## src/rtl/move_arbiter_if.sv

```systemverilog
// move_arbiter_if: move requests in, registered board/turn/illegal status out.
interface move_arbiter_if #(parameter int SIZE = 3, parameter int CNT_W = 4);
  localparam int CELLS = SIZE * SIZE;
  localparam int MC_W = $clog2(CELLS + 1);
  logic clear;
  logic plyr_valid;
  logic [CELLS-1:0] plyr;
  logic comp_valid;
  logic [CELLS-1:0] comp;
  logic [2*CELLS-1:0] board;
  logic turn;
  logic full;
  logic [MC_W-1:0] move_cnt;
  logic illegal;
  logic [1:0] illegal_code;
  logic [CNT_W-1:0] illegal_cnt;
  modport slave(input clear, plyr_valid, plyr, comp_valid, comp,
                output board, turn, full, move_cnt, illegal, illegal_code, illegal_cnt);
  modport master(output clear, plyr_valid, plyr, comp_valid, comp,
                 input board, turn, full, move_cnt, illegal, illegal_code, illegal_cnt);
endinterface

```

## src/rtl/move_arbiter.sv

```systemverilog
// move_arbiter: turn-ordered tic-tac-toe move arbiter and sole owner of the board register.
module move_arbiter #(parameter int SIZE = 3, parameter int CNT_W = 4) (
  input logic clock,
  input logic reset,
  move_arbiter_if.slave bus
);
  localparam int CELLS = SIZE * SIZE;
  localparam int MC_W = $clog2(CELLS + 1);
  typedef enum logic [1:0] {P_TURN, C_TURN, FULL} state_t;
  state_t state, state_d;
  logic [2*CELLS-1:0] board, board_d;
  logic [MC_W-1:0] move_cnt, move_cnt_d;
  logic illegal, illegal_d;
  logic [1:0] code, code_d;
  logic [CNT_W-1:0] icnt, icnt_d;
  logic [CELLS-1:0] vec, occ;
  logic own, other, onehot, legal;
  always_comb begin
    occ = '0;
    for (int i = 0; i < CELLS; i++) occ[i] = |board[2*i+:2];
  end
  // In FULL no side owns the turn, so any strobe counts as out of turn
  assign own = state == P_TURN ? bus.plyr_valid : state == C_TURN ? bus.comp_valid : 1'b0;
  assign other = state == P_TURN ? bus.comp_valid : state == C_TURN ? bus.plyr_valid :
                 bus.plyr_valid | bus.comp_valid;
  assign vec = state == C_TURN ? bus.comp : bus.plyr;
  assign onehot = vec != '0 && (vec & (vec - 1'b1)) == '0;
  assign legal = own && onehot && (vec & occ) == '0;
  always_comb begin
    state_d = state;
    board_d = board;
    move_cnt_d = move_cnt;
    illegal_d = other | (own & ~legal);
    code_d = code;
    icnt_d = icnt;
    if (legal) begin
      for (int i = 0; i < CELLS; i++)
        if (vec[i]) board_d[2*i+:2] = state == P_TURN ? 2'b01 : 2'b10;
      move_cnt_d = move_cnt + 1'b1;
      state_d = move_cnt_d == MC_W'(CELLS) ? FULL : state == P_TURN ? C_TURN : P_TURN;
    end
    if (illegal_d) begin
      code_d = other ? 2'b11 : !onehot ? 2'b10 : 2'b01;
      icnt_d = &icnt ? icnt : icnt + 1'b1;
    end
    if (bus.clear) begin
      state_d = P_TURN;
      board_d = '0;
      move_cnt_d = '0;
      illegal_d = 1'b0;
      code_d = 2'b00;
      icnt_d = '0;
    end
  end
  always_ff @(posedge clock or posedge reset)
    if (reset) begin
      state <= P_TURN;
      board <= '0;
      move_cnt <= '0;
      illegal <= 1'b0;
      code <= 2'b00;
      icnt <= '0;
    end else begin
      state <= state_d;
      board <= board_d;
      move_cnt <= move_cnt_d;
      illegal <= illegal_d;
      code <= code_d;
      icnt <= icnt_d;
    end
  assign bus.board = board;
  assign bus.turn = state == C_TURN;
  assign bus.full = state == FULL;
  assign bus.move_cnt = move_cnt;
  assign bus.illegal = illegal;
  assign bus.illegal_code = code;
  assign bus.illegal_cnt = icnt;
endmodule

```

## src/flat_wrapper.sv

```systemverilog
// flat-port wrapper written by rule: the top's interface ports become plain ports
module move_arbiter_flat 
#(parameter int SIZE = 3, parameter int CNT_W = 4)
  (clock, reset, bus_clear, bus_plyr_valid, bus_plyr, bus_comp_valid, bus_comp, bus_board, bus_turn, bus_full, bus_move_cnt, bus_illegal, bus_illegal_code, bus_illegal_cnt);
  move_arbiter_if #(.SIZE(SIZE), .CNT_W(CNT_W)) bus_i ();
  input logic clock;
  input logic reset;
  input wire logic [$bits(bus_i.clear)-1:0] bus_clear;
  input wire logic [$bits(bus_i.plyr_valid)-1:0] bus_plyr_valid;
  input wire logic [$bits(bus_i.plyr)-1:0] bus_plyr;
  input wire logic [$bits(bus_i.comp_valid)-1:0] bus_comp_valid;
  input wire logic [$bits(bus_i.comp)-1:0] bus_comp;
  output wire logic [$bits(bus_i.board)-1:0] bus_board;
  output wire logic [$bits(bus_i.turn)-1:0] bus_turn;
  output wire logic [$bits(bus_i.full)-1:0] bus_full;
  output wire logic [$bits(bus_i.move_cnt)-1:0] bus_move_cnt;
  output wire logic [$bits(bus_i.illegal)-1:0] bus_illegal;
  output wire logic [$bits(bus_i.illegal_code)-1:0] bus_illegal_code;
  output wire logic [$bits(bus_i.illegal_cnt)-1:0] bus_illegal_cnt;
  assign bus_i.clear = bus_clear;
  assign bus_i.plyr_valid = bus_plyr_valid;
  assign bus_i.plyr = bus_plyr;
  assign bus_i.comp_valid = bus_comp_valid;
  assign bus_i.comp = bus_comp;
  assign bus_board = bus_i.board;
  assign bus_turn = bus_i.turn;
  assign bus_full = bus_i.full;
  assign bus_move_cnt = bus_i.move_cnt;
  assign bus_illegal = bus_i.illegal;
  assign bus_illegal_code = bus_i.illegal_code;
  assign bus_illegal_cnt = bus_i.illegal_cnt;
  move_arbiter #(.SIZE(SIZE), .CNT_W(CNT_W)) u_core (.clock(clock), .reset(reset), .bus(bus_i));
endmodule
```

## config.mk

```make
export PLATFORM = sky130hd
export DESIGN_NAME = move_arbiter_flat
export DESIGN_NICKNAME = d
export VERILOG_FILES = /design/src/rtl/move_arbiter_if.sv /design/src/rtl/move_arbiter.sv /design/src/flat_wrapper.sv
export SDC_FILE = /design/constraint.sdc
export NUM_CORES = 1
export LEC_CHECK = 0
export CAP_MARGIN = 15
export CORE_AREA = 8 8 68 70
export CTS_BUF_LIST = sky130_fd_sc_hd__clkbuf_4
export CTS_CLUSTER_DIAMETER = 30
export DETAILED_ROUTE_END_ITERATION = 8
export DIE_AREA = 0 0 76 78
export DONT_BUFFER_PORTS = 1
export MAX_ROUTING_LAYER = met4
export PLACE_DENSITY = 0.74
export SETUP_SLACK_MARGIN = 0.1
export SLEW_MARGIN = 20
export SYNTH_ARGS = -nofsm -noshare
export SYNTH_HDL_FRONTEND = slang
export SYNTH_SLANG_ARGS = --single-unit
export TNS_END_PERCENT = 1
```

## constraint.sdc

```tcl
create_clock -name clock -period 3.95 [get_ports clock]
set_input_delay 0.79 -clock clock [delete_from_list [all_inputs] [get_ports clock]]
set_output_delay 0.79 -clock clock [all_outputs]
set_load 0.05 [all_outputs]
```

==> out/qor.yml, run 1 <==
outcome:
  status: "completed"
timing:
  max_freq_ghz: 0.3019
  setup-violations-final: 0
  slew_headroom_pct: 39.50
  finalCritPeriodShare_pct: 83.87
  tightest_slew_ns: 0.9042
  skew_ns: 0.01206
  drv_slew: 0
  hold_viol: 0
  rsz0062_at_grt: "false"
  setup_tns_ns: 0
  period_minus_slack_ns: 3.313
cells_and_area:
  synthToLayoutAreaGrowth_pct: 4.646
  drive_gt1_share_pct: 9.223
  final_cell_mix: "31 x dfrtp_1, 27 x nor2_1, 17 x a21oi_1, 14 x inv_1"
  multi_input_area_um2: 958.4
  fin_area_um2: 1944
  n_antenna_cell: 0
  nFillCells: 338
  final_nets: 231
  layout.area.seq_um2: 775.7
  layout_commonest_cell: "dfrtp_1"
yosys:
  async_reset_ff_share_pct: 100.0
  synth_cells: 204
  ys.flop_type: "dfrtp_1"
  synth_edf_count: 0
  syn_avg_cell_area_um2: 9.108
  synth.yosys.seq_area_share_pct: 41.75
  synth_warnings: 0
  synth_cell_types: 42
  syn-cell-area_um2: 1858
  synth_fp_nets: 230
  ys_ff_latch: 31
clock_tree:
  clock-sinks: 31
  holdBufCountCts: 0
  post_cts_buffers: 0
  cts-htree-levels: 2
  clockRootBuffer: "clkbuf_4"
  cts_resized: 0
  cts_tree: "built"
  cts_buffer_depth: 2
  cts.clk_slew.worst_paths_ns: 0.10
  cts_buffers: 5
  insertion_delay_ns: 0.34
drt:
  dr.pass1.iters: 4
  dr_wl_met2_mm: 2.180
  met3_length_um: 535
  drt_wl_total_mm: 4.678
  highest_layer: "met4"
  drtIter0Drc: 97
  vias: 1491
  wl_per_cell_um: 18.42
  drtAntennaViolNets: 0
  wl_met1_mm: 1.864
  drc_errors: 0
  avgViaCountPerCell: 5.870
global_route:
  grt_overflow_total: 0
  antenna_found_initial: 0
  grt_max_degree: 35
  grt_pass1_vias: 1535
  grt_first_pass_wirelength_mm: 7.707
  grt_use_total_pct: 16.44
place:
  portBuffers: 0
  place_congestion: 0.8955
  hpwl_mm: 3.491
  place_area_um2: 1887
worst_setup_path:
  cp-end-kind: "flip-flop"
  cp-startpoint: "u_core.state[1]$_DFFE_PP0P_"
  worstPathRequired_ns: 4.21
  crit_type: "reg2reg"
  r2r_slack_ns: 0.64
  r2r-end: "u_core.state[0]$_DFFE_PP0P_"
  cp_max_fo: 12
  worstPathArrival_ns: 3.58
  r2r-start: "u_core.state[1]$_DFFE_PP0P_"
  r2r_cells: 8
  start_kind: "flip-flop"
floorplan:
  start_util_pct: 52.33
  die-area_um2: 5928
  rows: 22
  core_area_um2: 3551
  die_y_um: 78
  die_w_um: 76
  io_pins: 54
power:
  p_leak_nw: 0.7506
  power_density_nw_per_um2: 302.8
  vdd_ir_drop_max_mv: 0.1924
hold_path:
  min_path_type: "in2async"
run:
  max_cap_viol_count: 0
[final cells by class]
class | count | area share (%)
Inverter | 16 | 3.218
Timing Repair Buffer | 4 | 1.544
Sequential cell | 31 | 39.90
Clock inverter | 1 | 0.2574
Multi-Input combinational cell | 147 | 49.29
Tap cell | 48 | 3.089
Clock buffer | 7 | 2.703
[cells in the mapped netlist, types with 2 or more instances]
library cell | number | area [µm²]
nor4_1 | 5 | 31.28
o22ai_1 | 3 | 18.77
buf_6 | 3 | 33.78
a211oi_1 | 4 | 30.03
o21ai_0 | 5 | 25.02
a21oi_1 | 17 | 85.08
nand2_1 | 4 | 15.01
inv_1 | 15 | 56.30
ha_1 | 3 | 37.54
or3_1 | 11 | 68.82
maj3_1 | 2 | 20.02
or4b_1 | 2 | 20.02
dfrtp_1 | 31 | 775.7
nor2_1 | 27 | 101.4
xnor2_1 | 3 | 26.28
nand2b_1 | 4 | 25.02
nor2b_1 | 6 | 37.54
o211ai_1 | 2 | 15.01
nand3_1 | 2 | 10.01
or4_1 | 3 | 22.52
a31oi_1 | 8 | 50.05
o22a_1 | 2 | 17.52
clkbuf_1 | 6 | 22.52
xor2_1 | 2 | 17.52
or3_4 | 2 | 22.52
nor3_1 | 6 | 30.03
mux2i_1 | 11 | 110.1
[metal layers]
layer / track usage, % / vias up
met5: - / -
met4: 6.471 / 0
met3: 8.756 / 9
met2: 25.11 / 53
met1: 17.56 / 693
li1: - / 736
[power breakdown]
| group | internal, mW | total [mW] | switching (mW) |
|---|---|---|---|
| combinational | 0.0195 | 0.0444 | 0.0250 |
| clock | 0.0830 | 0.196 | 0.112 |
| sequential | 0.322 | 0.349 | 0.0263 |
[cells by family after synthesis]
group | count (synthesis) | synth area share (%)
buffers and inverters | 26 | 6.666
XOR/XNOR | 5 | 2.357
flip-flops | 31 | 41.75
AO/OA/AOI/OAI | 48 | 16.90
multiplexers | 13 | 7.138
adder cells (fa/ha/maj) | 5 | 3.098
AND/OR/NAND/NOR | 76 | 22.09
[flip-flops by register name (all words and copies together) (netlist names)]
register	count
u_core.bus.illegal_code	2
u_core.bus.move_cnt	4
u_core.bus.board	18
u_core.bus.illegal	1
u_core.bus.illegal_cnt	4
u_core.state	2
[worst max path at each step]
stage,endpoint,depth (start not counted)
floorplan,u_core.state[0]$_DFFE_PP0P_,8
detailed placement,u_core.state[0]$_DFFE_PP0P_,7
global route,u_core.bus.illegal_cnt[0]$_DFFE_PP0P_,8
finish,u_core.state[0]$_DFFE_PP0P_,8
CTS,u_core.state[0]$_DFFE_PP0P_,8
global placement,u_core.state[0]$_DFFE_PP0P_,7
[through the flow]
stage | std cells | worst slack [ns] | util (%) | power, mW | hold slack (ns)
2_1_floorplan | 204 | 0.6301 | - | 0.3941 | 0.5581
3_3_place_gp | 246 | 0.5027 | 53.14 | 0.3989 | 0.6008
3_5_place_dp | 246 | 0.3934 | 53.14 | 0.4004 | 0.6014
4_1_cts | 254 | 0.6678 | 54.76 | 0.5980 | 0.4822
5_1_grt | 254 | 0.4099 | 54.76 | 0.6179 | 0.4622
6_report | 254 | 0.6373 | 54.76 | 0.5887 | 0.4065
[worst max-delay path, cell delays in order (launching register included)]
cell and delay, ns:
dfrtp_1 0.44, nand2b_1 0.21, inv_4 0.26, mux2i_1 0.42
a211oi_1 0.13, or4b_1 0.62, or3_4 0.50, or4_1 0.49
a21oi_1 0.17
(Power assumes the default switching activity.)
==> run 2, diff against run 1 <==
- PLACE_DENSITY: 0.74 -> 0.76
- clock period: 3.95 -> 3.04 ns (I/O delays scaled with it)
==> run 2 against run 1 <==
  * Fmax grew 16%
  * Die area is the same
  * Worst hold slack lost 0.18 ns
  * First-iteration DRC count shrank 1.0%
  * Critical path depth shrank 1
  * Count of clock-buffer cells in the layout shrank 2
  * Flip-flop and latch count is the same
==> out/qor.yml, run 2 (synthesized netlist as in run 1, its figures left out) <==
timing:
  finalCritPeriodShare_pct: 93.62  # was 83.87%
  tightest_slew_ns: 0.6077  # was 0.9042 ns
  setup-violations-final: 0  # unchanged
  hold_viol: 0  # unchanged
  max_freq_ghz: 0.3514  # was 0.3019 GHz
  setup_tns_ns: 0  # unchanged
  period_minus_slack_ns: 2.846  # was 3.313 ns
  skew_ns: 0.01143  # was 0.01206 ns
  drv_slew: 0  # unchanged
  hold_ws_ns: 0.2267  # was 0.4065 ns
  slew_headroom_pct: 59.44  # was 39.50%
  rsz0062_at_grt: "true"  # was false
worst_setup_path:
  crit_slowest_cell: "or4b_1"  # unchanged
  cp-end-kind: "flip-flop"  # unchanged
  worstPathRequired_ns: 3.30  # was 4.21 ns
  r2r_cells: 7  # was 8
  cp_cell_sequence: "or4b_1 -> o32ai_2 -> a211oi_1 -> or4b_4 -> or3_4 -> or4_1 -> a21oi_1"  # was nand2b_1 -> inv_4 -> mux2i_1 -> a211oi_1 -> or4b_1 -> or3_4 -> or4_1 -> a21oi_1
  path_delay_family: "simple AND/OR/NAND/NOR gates"  # unchanged
  cp-startpoint: "u_core.state[1]$_DFFE_PP0P_"  # unchanged
  path_buf_inv: 0  # was 1
  r2r-end: "u_core.state[0]$_DFFE_PP0P_"  # unchanged
  cpPeakStageDelay_ns: 0.54  # was 0.62 ns
  worstPathArrival_ns: 3.11  # was 3.58 ns
  path_depth: 7  # was 8
  cp-endpoint: "u_core.state[0]$_DFFE_PP0P_"  # unchanged
  cp_max_fo: 6  # was 12
  r2r_slack_ns: 0.19  # was 0.64 ns
  r2r-start: "u_core.state[1]$_DFFE_PP0P_"  # unchanged
  crit_type: "reg2reg"  # unchanged
  start_kind: "flip-flop"  # unchanged
cells_and_area:
  regMostFlops: "u_core.bus.board"  # unchanged
  drive_gt1_share_pct: 16.44  # was 9.223%
  layout_commonest_cell: "dfrtp_1"  # unchanged
  finalNonFillerCells: 267  # was 254
  n_antenna_cell: 0  # unchanged
  final_util_pct: 58.35  # was 54.76%
  synthToLayoutAreaGrowth_pct: 11.52  # was 4.646%
  nFillCells: 309  # was 338
  final_nets: 245  # was 231
  largest_reg_flops: 18  # unchanged
  final_cell_mix: "30 x dfrtp_1, 27 x nor2_1, 17 x a21oi_1, 17 x buf_4, 15 x inv_1"  # was 31 x dfrtp_1, 27 x nor2_1, 17 x a21oi_1, 14 x inv_1
clock_tree:
  post_cts_buffers: 0  # unchanged
  cts.clk_slew.worst_paths_ns: 0.10  # about the same
  cts_buffer_depth: 2  # unchanged
  clock-sinks: 31  # unchanged
  cts_tree: "built"  # unchanged
  cts-htree-levels: 2  # unchanged
  insertion_delay_ns: 0.33  # was 0.34 ns
  clockRootBuffer: "clkbuf_4"  # unchanged
  cts_buffers: 5  # unchanged
outcome:
  status: "completed"  # unchanged
place:
  hpwl_mm: 3.616  # was 3.491 mm
  place_inst: 259  # was 246
  place_congestion: 0.8666  # was 0.8955
  portBuffers: 0  # unchanged
floorplan:
  io_pins: 54  # unchanged
  die_y_um: 78  # unchanged
  core_area_um2: 3551  # unchanged
  die_w_um: 76  # unchanged
  rows: 22  # unchanged
  die-area_um2: 5928  # unchanged
  start_util_pct: 52.33  # unchanged
power:
  power_mw: 0.7350  # was 0.5887 mW
  power_density_nw_per_um2: 354.7  # was 302.8 nW/µm²
  vdd_ir_drop_max_mv: 0.2492  # was 0.1924 mV
  p_leak_nw: 0.8202  # was 0.7506 nW
drt:
  vias: 1579  # was 1491
  drc_errors: 0  # unchanged
  wl_per_cell_um: 18.27  # was 18.42 µm
  dr.pass1.iters: 4  # unchanged
  drtIter0Drc: 96  # was 97
  drt_wl_total_mm: 4.878  # was 4.678 mm
  drtAntennaViolNets: 0  # unchanged
  avgViaCountPerCell: 5.914  # was 5.870
global_route:
  antenna_found_initial: 0  # unchanged
  grt_overflow_total: 0  # unchanged
  grt_max_degree: 35  # unchanged
  grt_use_total_pct: 17.07  # was 16.44%
  grt_first_pass_wirelength_mm: 8.176  # was 7.707 mm
  grt_pass1_vias: 1608  # was 1535
hold_path:
  min_path_type: "in2async"  # unchanged
run:
  max_cap_viol_count: 0  # unchanged
==> run 2: worst min path at each step <==
stage | from | end | cells past startpoint
2_1_floorplan | u_core.state[1]$_DFFE_PP0P_ | u_core.state[1]$_DFFE_PP0P_ | 2
3_3_place_gp | reset | u_core.bus.board[4]$_DFFE_PP0P_ | 1
3_5_place_dp | reset | u_core.bus.board[4]$_DFFE_PP0P_ | 1
4_1_cts | reset | u_core.bus.board[16]$_DFFE_PP0P_ | 1
5_1_grt | reset | u_core.bus.board[7]$_DFFE_PP0P_ | 1
6_report | reset | u_core.bus.board[8]$_DFFE_PP0P_ | 1
==> run 2: timing repair <==
action / CTS / global route
resized for setup: 0 / 5
hold buffers: 0 / 0
endpoints found under the setup margin: 0 / 13
==> run 2: power by group <==
group	internal (mW)	total [mW]	switching [mW]
Clock	0.0818	0.218	0.136
Combinational	0.0293	0.0641	0.0348
Sequential	0.419	0.453	0.0341
==> run 2: area by class of cell <==
class	count	area [µm²]	share of cell area, %
clock buffer	5	37.54	1.812
clock inverter	2	8.758	0.4227
inverter	16	62.56	3.019
multi-input combinational	148	998.5	48.19
sequential	31	777.0	37.50
tap	48	60.06	2.899
timing repair buffer	17	127.6	6.159
==> run 2: metrics by stage <==
| step | cell area (µm²) | setup slack [ns] |
|---|---|---|
| 2_1_floorplan | 1878 | 0.01722 |
| 3_3_place_gp | 1998 | -0.01644 |
| 3_5_place_dp | 1998 | -0.0008296 |
| 4_1_cts | 2044 | 0.1433 |
| 5_1_grt | 2072 | 0.08683 |
| 6_report | 2072 | 0.1939 |
==> run 2: routing by layer <==
layer	wire length (µm)	track usage, %	up-vias
met5	0	-	-
met4	41	5.686	0
met3	604	9.562	5
met2	2275	25.36	56
met1	1957	18.90	758
li1	-	-	760
==> run 3, diff against run 2 <==
- CELL_PAD_IN_SITES_DETAIL_PLACEMENT: unset -> 1
- CELL_PAD_IN_SITES_GLOBAL_PLACEMENT: unset -> 2
- CORE_AREA: 8 8 68 70 -> 8 8 82 84
- CTS_CLUSTER_SIZE: unset -> 20
- DIE_AREA: 0 0 76 78 -> 0 0 90 92
- PLACE_DENSITY: 0.76 -> 0.83
==> run 3 against run 2 <==
  * Fmax is 2.1% lower
  * Critical path type unchanged
  * Critical path depth stayed put
  * Flip-flop and latch count stayed put
  * Critical endpoint unchanged
==> out/qor.yml, run 3 (synthesized netlist as in run 1, its figures left out) <==
floorplan:
  io_pins: 54  # unchanged
  die_y_um: 92  # was 78 µm
  core_area_um2: 5405  # was 3551 µm²
  start_util_pct: 34.38  # was 52.33%
  die_w_um: 90  # was 76 µm
  rows: 27  # was 22
  die-area_um2: 8280  # was 5928 µm²
global_route:
  grt_overflow_total: 0  # unchanged
  grt_max_degree: 35  # unchanged
  antenna_found_initial: 0  # unchanged
  use_met2_pct: 21.90  # was 25.36%
  grt_use_total_pct: 14.04  # was 17.07%
  grt_pass1_vias: 1781  # was 1608
  grt_first_pass_wirelength_mm: 9.142  # was 8.176 mm
  met1_usage_pct: 15.91  # was 18.90%
  grt_busiest_layer: "met2"  # unchanged
  use_met3_pct: 6.275  # was 9.562%
worst_setup_path:
  start_kind: "flip-flop"  # unchanged
  crit_type: "reg2reg"  # unchanged
  r2r_slack_ns: 0.13  # was 0.19 ns
  r2r-start: "u_core.state[1]$_DFFE_PP0P_"  # unchanged
  cp-end-kind: "flip-flop"  # unchanged
  r2r_cells: 7  # unchanged
  worstPathArrival_ns: 3.18  # was 3.11 ns
  r2r-end: "u_core.state[0]$_DFFE_PP0P_"  # unchanged
  worstPathRequired_ns: 3.31  # was 3.30 ns
  cp_max_fo: 6  # unchanged
  cp-endpoint: "u_core.state[0]$_DFFE_PP0P_"  # unchanged
  cp-startpoint: "u_core.state[1]$_DFFE_PP0P_"  # unchanged
timing:
  hold_viol: 0  # unchanged
  tightest_slew_ns: 0.6012  # was 0.6077 ns
  hold_ws_ns: 0.2351  # was 0.2267 ns
  rsz0062_at_grt: "true"  # unchanged
  slew_headroom_pct: 59.92  # was 59.44%
  finalCritPeriodShare_pct: 95.63  # was 93.62%
  skew_ns: 0.009030  # was 0.01143 ns
  period_minus_slack_ns: 2.907  # was 2.846 ns
  drv_slew: 0  # unchanged
  setup-violations-final: 0  # unchanged
  max_freq_ghz: 0.3440  # was 0.3514 GHz
  setup_tns_ns: 0  # unchanged
power:
  p_leak_nw: 0.8313  # was 0.8202 nW
  power_density_nw_per_um2: 368.0  # was 354.7 nW/µm²
  vdd_ir_drop_max_mv: 0.1710  # was 0.2492 mV
clock_tree:
  cts_buffer_depth: 2  # unchanged
  clockRootBuffer: "clkbuf_4"  # unchanged
  cts.clk_slew.worst_paths_ns: 0.11  # was 0.10 ns
  post_cts_buffers: 0  # unchanged
  cts_buffers: 5  # unchanged
  clock-sinks: 31  # unchanged
  cts-htree-levels: 2  # unchanged
  insertion_delay_ns: 0.34  # was 0.33 ns
  cts_tree: "built"  # unchanged
drt:
  drt_wl_total_mm: 5.492  # was 4.878 mm
  dr.pass1.iters: 4  # unchanged
  drtIter0Drc: 55  # was 96
  drc_errors: 0  # unchanged
  wl_per_cell_um: 18.81  # was 18.27 µm
  vias: 1612  # was 1579
  avgViaCountPerCell: 5.521  # was 5.914
  drtAntennaViolNets: 0  # unchanged
cells_and_area:
  final_util_pct: 39.05  # was 58.35%
  final_nets: 245  # unchanged
  synthToLayoutAreaGrowth_pct: 13.60  # was 11.52%
  layout_commonest_cell: "dfrtp_1"  # unchanged
  largest_reg_flops: 18  # unchanged
  drive_gt1_share_pct: 17.27  # was 16.44%
  final_cell_mix: "30 x dfrtp_1, 27 x nor2_1, 17 x a21oi_1, 17 x buf_4, 15 x inv_1"  # unchanged
  n_antenna_cell: 0  # unchanged
  regMostFlops: "u_core.bus.board"  # unchanged
run:
  max_cap_viol_count: 0  # unchanged
hold_path:
  min_path_type: "in2async"  # unchanged
place:
  portBuffers: 0  # unchanged
  hpwl_mm: 4.118  # was 3.616 mm
  place_congestion: 0.7852  # was 0.8666
outcome:
  status: "completed"  # unchanged
-- run 3: cell count changes in the layout (fill, tap and decap cells not counted), sizes merged --
cell | before | now
clkinv | 2 | 1
clkbuf | 5 | 7
-- run 3: worst max-delay path, stage by stage (launching register included) --
cell	delay, ns
dfrtp_2	0.45
or4b_1	0.54
o32ai_2	0.18
a211oi_1	0.13
or4b_4	0.54
or3_4	0.45
or4_1	0.41
a21oi_1	0.14
-- run 3: how the worst min path moves through the flow --
stage,to,slack [ns],cells after the start
2_1_floorplan,u_core.state[1]$_DFFE_PP0P_,0.56,2
3_3_place_gp,u_core.state[1]$_DFFE_PP0P_,0.61,2
3_5_place_dp,u_core.state[1]$_DFFE_PP0P_,0.62,2
4_1_cts,u_core.bus.board[6]$_DFFE_PP0P_,0.24,2
5_1_grt,u_core.bus.board[6]$_DFFE_PP0P_,0.25,2
6_report,u_core.bus.board[6]$_DFFE_PP0P_,0.24,2
-- run 3: per-layer routing --
layer / wire (µm) / up-vias
li1: - / 767
met1: 2398 / 798
met2: 2569 / 41
met3: 459 / 6
met4: 64 / 0
met5: 0 / -
-- run 3: layout make-up --
cell class,instances,area [µm²]
clock buffers,7,52.55
clock inverters,1,5.005
fillers,677,3294
inverters,16,62.56
multi-input cells,148,996.0
flip-flops and latches,31,777.0
well taps,72,90.09
repair buffers,17,127.6
-- run 3: stage by stage --
step                      power, mW  worst slack, ns  cell area [µm²]  instances
final                        0.7769           0.1329             2111        292
after global routing         0.8155          0.04116             2111        292
after CTS                    0.7954           0.1097             2093        291
after detailed placement     0.5257         -0.06321             2028        283
after global placement       0.5235         -0.01159             2028        283
after floorplan              0.5137          0.01722             1878        204
-- run 3: what timing repair did --
item,CTS,global route
hold buffers,0,0
pin swaps,0,1
gates cloned,0,1
gates resized for setup,2,3
endpoints found under the setup margin,2,11
-- run 3: power breakdown --
part | switching, mW | internal, mW | total, mW | leakage, nW
sequential | 0.0337 | 0.419 | 0.453 | 0.424
clock | 0.151 | 0.108 | 0.259 | 0.0361
combinational | 0.0353 | 0.0295 | 0.0648 | 0.371
==> RTL change (config.mk and constraints of run 3) <==
`CNT_W` is set to 4 in 3 places; all go to 6.
--- a/src/rtl/move_arbiter_if.sv
+++ b/src/rtl/move_arbiter_if.sv
@@ -1,5 +1,5 @@
 // move_arbiter_if: move requests in, registered board/turn/illegal status out.
-interface move_arbiter_if #(parameter int SIZE = 3, parameter int CNT_W = 4);
+interface move_arbiter_if #(parameter int SIZE = 3, parameter int CNT_W = 6);
   localparam int CELLS = SIZE * SIZE;
   localparam int MC_W = $clog2(CELLS + 1);
   logic clear;
--- a/src/rtl/move_arbiter.sv
+++ b/src/rtl/move_arbiter.sv
@@ -1,5 +1,5 @@
 // move_arbiter: turn-ordered tic-tac-toe move arbiter and sole owner of the board register.
-module move_arbiter #(parameter int SIZE = 3, parameter int CNT_W = 4) (
+module move_arbiter #(parameter int SIZE = 3, parameter int CNT_W = 6) (
   input logic clock,
   input logic reset,
   move_arbiter_if.slave bus
--- a/src/flat_wrapper.sv
+++ b/src/flat_wrapper.sv
@@ -1,6 +1,6 @@
 // flat-port wrapper written by rule: the top's interface ports become plain ports
 module move_arbiter_flat 
-#(parameter int SIZE = 3, parameter int CNT_W = 4)
+#(parameter int SIZE = 3, parameter int CNT_W = 6)
   (clock, reset, bus_clear, bus_plyr_valid, bus_plyr, bus_comp_valid, bus_comp, bus_board, bus_turn, bus_full, bus_move_cnt, bus_illegal, bus_illegal_code, bus_illegal_cnt);
   move_arbiter_if #(.SIZE(SIZE), .CNT_W(CNT_W)) bus_i ();
   input logic clock;
Interface: changed (resized bus_illegal_cnt); port bits go from 54 to 56. The function was not compared with the original's and may differ.
==> RTL change against run 3 <==
First-iteration DRC count is 53% higher. Total power up 4.9%. Design area up 6.5%. Sequential cell count is 2 higher. Synthesized cell count increased by 12%. Worst setup slack gained 0.15 ns. Wire length increased by 11%. Area after synthesis increased by 7.3%. Global-route usage increased by 1.1 points. Sequential share of layout area decreased by 0.063 points. Critical path type unchanged. Highest routed layer unchanged.
==> RTL change: results (changes against run 3) <==
Run status - completed
Final Net Count - 270 (+10%)
Buffers added on ports - 0 (unchanged)
Portion of netlist area occupied by mux cells - 9.86% (+2.7 points)
# diodes - 0 (unchanged)
Total global routing track utilization - 15.1% (+1.1 points)
Clock buffer count from CTS - 5 (unchanged)
Static leakage - 1.01 nW (+22%)
Final clock skew - 0.00924 ns (+0.000205 ns)
Total wire length - 6120 microns (+11%)
Average vias per placed instance - 5.71 (+3.4%)
Xor and xnor area share after synthesis - 0.879% (-1.5 points)
Worst IR Drop VDD - 0.000170 V (-0.36%)
Post-synthesis compound-gate area fraction - 17.1% (+0.24 points)
Largest net degree at the start of global routing - 40 (+14%)
Number of buffers between clock root and the deepest sink - 2 (unchanged)
Wire length of the first global-routing pass - 9900 microns (+8.3%)
Largest driver fanout on the critical path - 14 (+8)
End of the worst register-to-register path - u_core.bus.move_cnt[3]
R2R depth - 9 (+2)
Flip-flop count of the largest register after layout - 18 (unchanged)
Reported net switching power - 0.236 mW (+7.2%)
Commonest cells in the synthesized netlist - 40 x nor2_1, 33 x dfrtp_1, 21 x nand2_1, 17 x a31oi_1, 11 x a21oi_1
Area contributors post-synth - dfrtp_1 41%, nor2_1 7.5%, a31oi_1 5.3%, mux2i_1 4.0%, nand2_1 4.0%
Post-synthesis share of cell area spent on full adders, half adders and majority gates - 1.88% (-1.2 points)
Number of antenna violations at the first check in global routing - 0 (unchanged)
Placed cell area - 2180 sq um (+7.3%)
Fill count - 686 (+1.3%)
Final HPWL DP - 4590 microns (+12%)
Register containing the most flip-flops in the final layout - u_core.bus.board
Sequential element share of the synthesized area - 41.4% (-0.32 points)
Worst-Margin Slew - 0.818 ns (+0.217 ns)
Register-to-Register Setup Slack - 0.28 ns (+0.15 ns)
Starting DRC count in detailed routing - 84 (+53%)
Worst path arrival time - 3.03 ns (-0.15 ns)
Number of global-route vias before repair - 1831 (+2.8%)
Class of the most critical hold timing path - input pin to async pin
Last weighted congestion value of the routability-driven placer - 0.810 (+3.2%)
Most common flop cell mapped by yosys - dfrtp_1
Post-synth net total - 255 (+11%)
Distinct cell type count after synthesis - 46 (+9.5%)
Fraction of final layout cells with drive strength greater than 1 - 17.6% (+0.28 points)
==> RTL change: what timing repair did <==
item                                   4_1_cts  5_1_grt
buffers inserted                             0        0
endpoints found under the hold margin        0        0
resized for setup                            0        4
setup endpoints to repair                    0       23
==> RTL change: worst max-delay path by stage <==
stage	to	slack (ns)	depth (start not counted)
floorplan	u_core.bus.illegal_cnt[0]	0.33	9
global placement	u_core.bus.move_cnt[3]	0.14	8
detailed placement	u_core.bus.move_cnt[3]	0.08	8
CTS	u_core.bus.move_cnt[3]	0.17	9
global route	u_core.bus.move_cnt[3]	0.10	9
finish	u_core.bus.move_cnt[3]	0.28	9
==> RTL change: final cells by class <==
type	instances	area, sq um	share of cell area [%]
multi-input cells	179	1110	49.3
well taps	72	90.1	4.01
inverters	6	25.0	1.11
flip-flops and latches	33	826	36.7
repair buffers	19	143	6.35
clock inverters	2	10.0	0.445
clock buffers	6	45.0	2.00
==> RTL change: metrics by stage <==
stage	power [mW]	cells	util, %	setup slack, ns	hold WS [ns]
after CTS	0.824	317	41.3	0.168	0.245
after global routing	0.848	317	41.6	0.103	0.266
after global placement	0.568	309	40.3	0.138	0.602
final	0.815	317	41.6	0.284	0.244
after detailed placement	0.570	309	40.3	0.0790	0.609
after floorplan	0.548	229	-	0.332	0.543
==> RTL change: power groups by stage <==
stage	Sequential (mW)	Combinational [mW]	Clock, mW
2_1_floorplan	0.488	0.0605	0
3_3_place_gp	0.475	0.0927	0
3_5_place_dp	0.476	0.0944	0
4_1_cts	0.467	0.0953	0.262
5_1_grt	0.468	0.106	0.275
6_report	0.467	0.0951	0.253
==> RTL change: logic make-up after synthesis <==
logic type,count (synthesis)
flip-flops,33
XOR/XNOR,2
multiplexers,18
adder cells (fa/ha/maj),3
AND/OR/NAND/NOR,103
buffers and inverters,17
AO/OA/AOI/OAI,53
==> RTL change: worst max-delay path: stages, from the launching register on <==
cell	delay, ns
dfrtp_1	0.39
nand2b_2	0.20
inv_4	0.17
mux2_4	0.36
or4_1	0.55
o211ai_2	0.12
nand4_2	0.21
buf_4	0.22
or3_1	0.34
a21oi_1	0.14
==> RTL change: routing by layer <==
metal | GRT usage [%] | vias to the layer above | share of wire [%] | routed length (microns)
met3 | 4.48 | 4 | 6.2 | 382
met2 | 23.5 | 38 | 48 | 2920
met4 | 5.27 | 0 | 0.87 | 53
li1 | - | 862 | - | -
met1 | 18.3 | 906 | 45 | 2760
met5 | - | - | 0 | 0
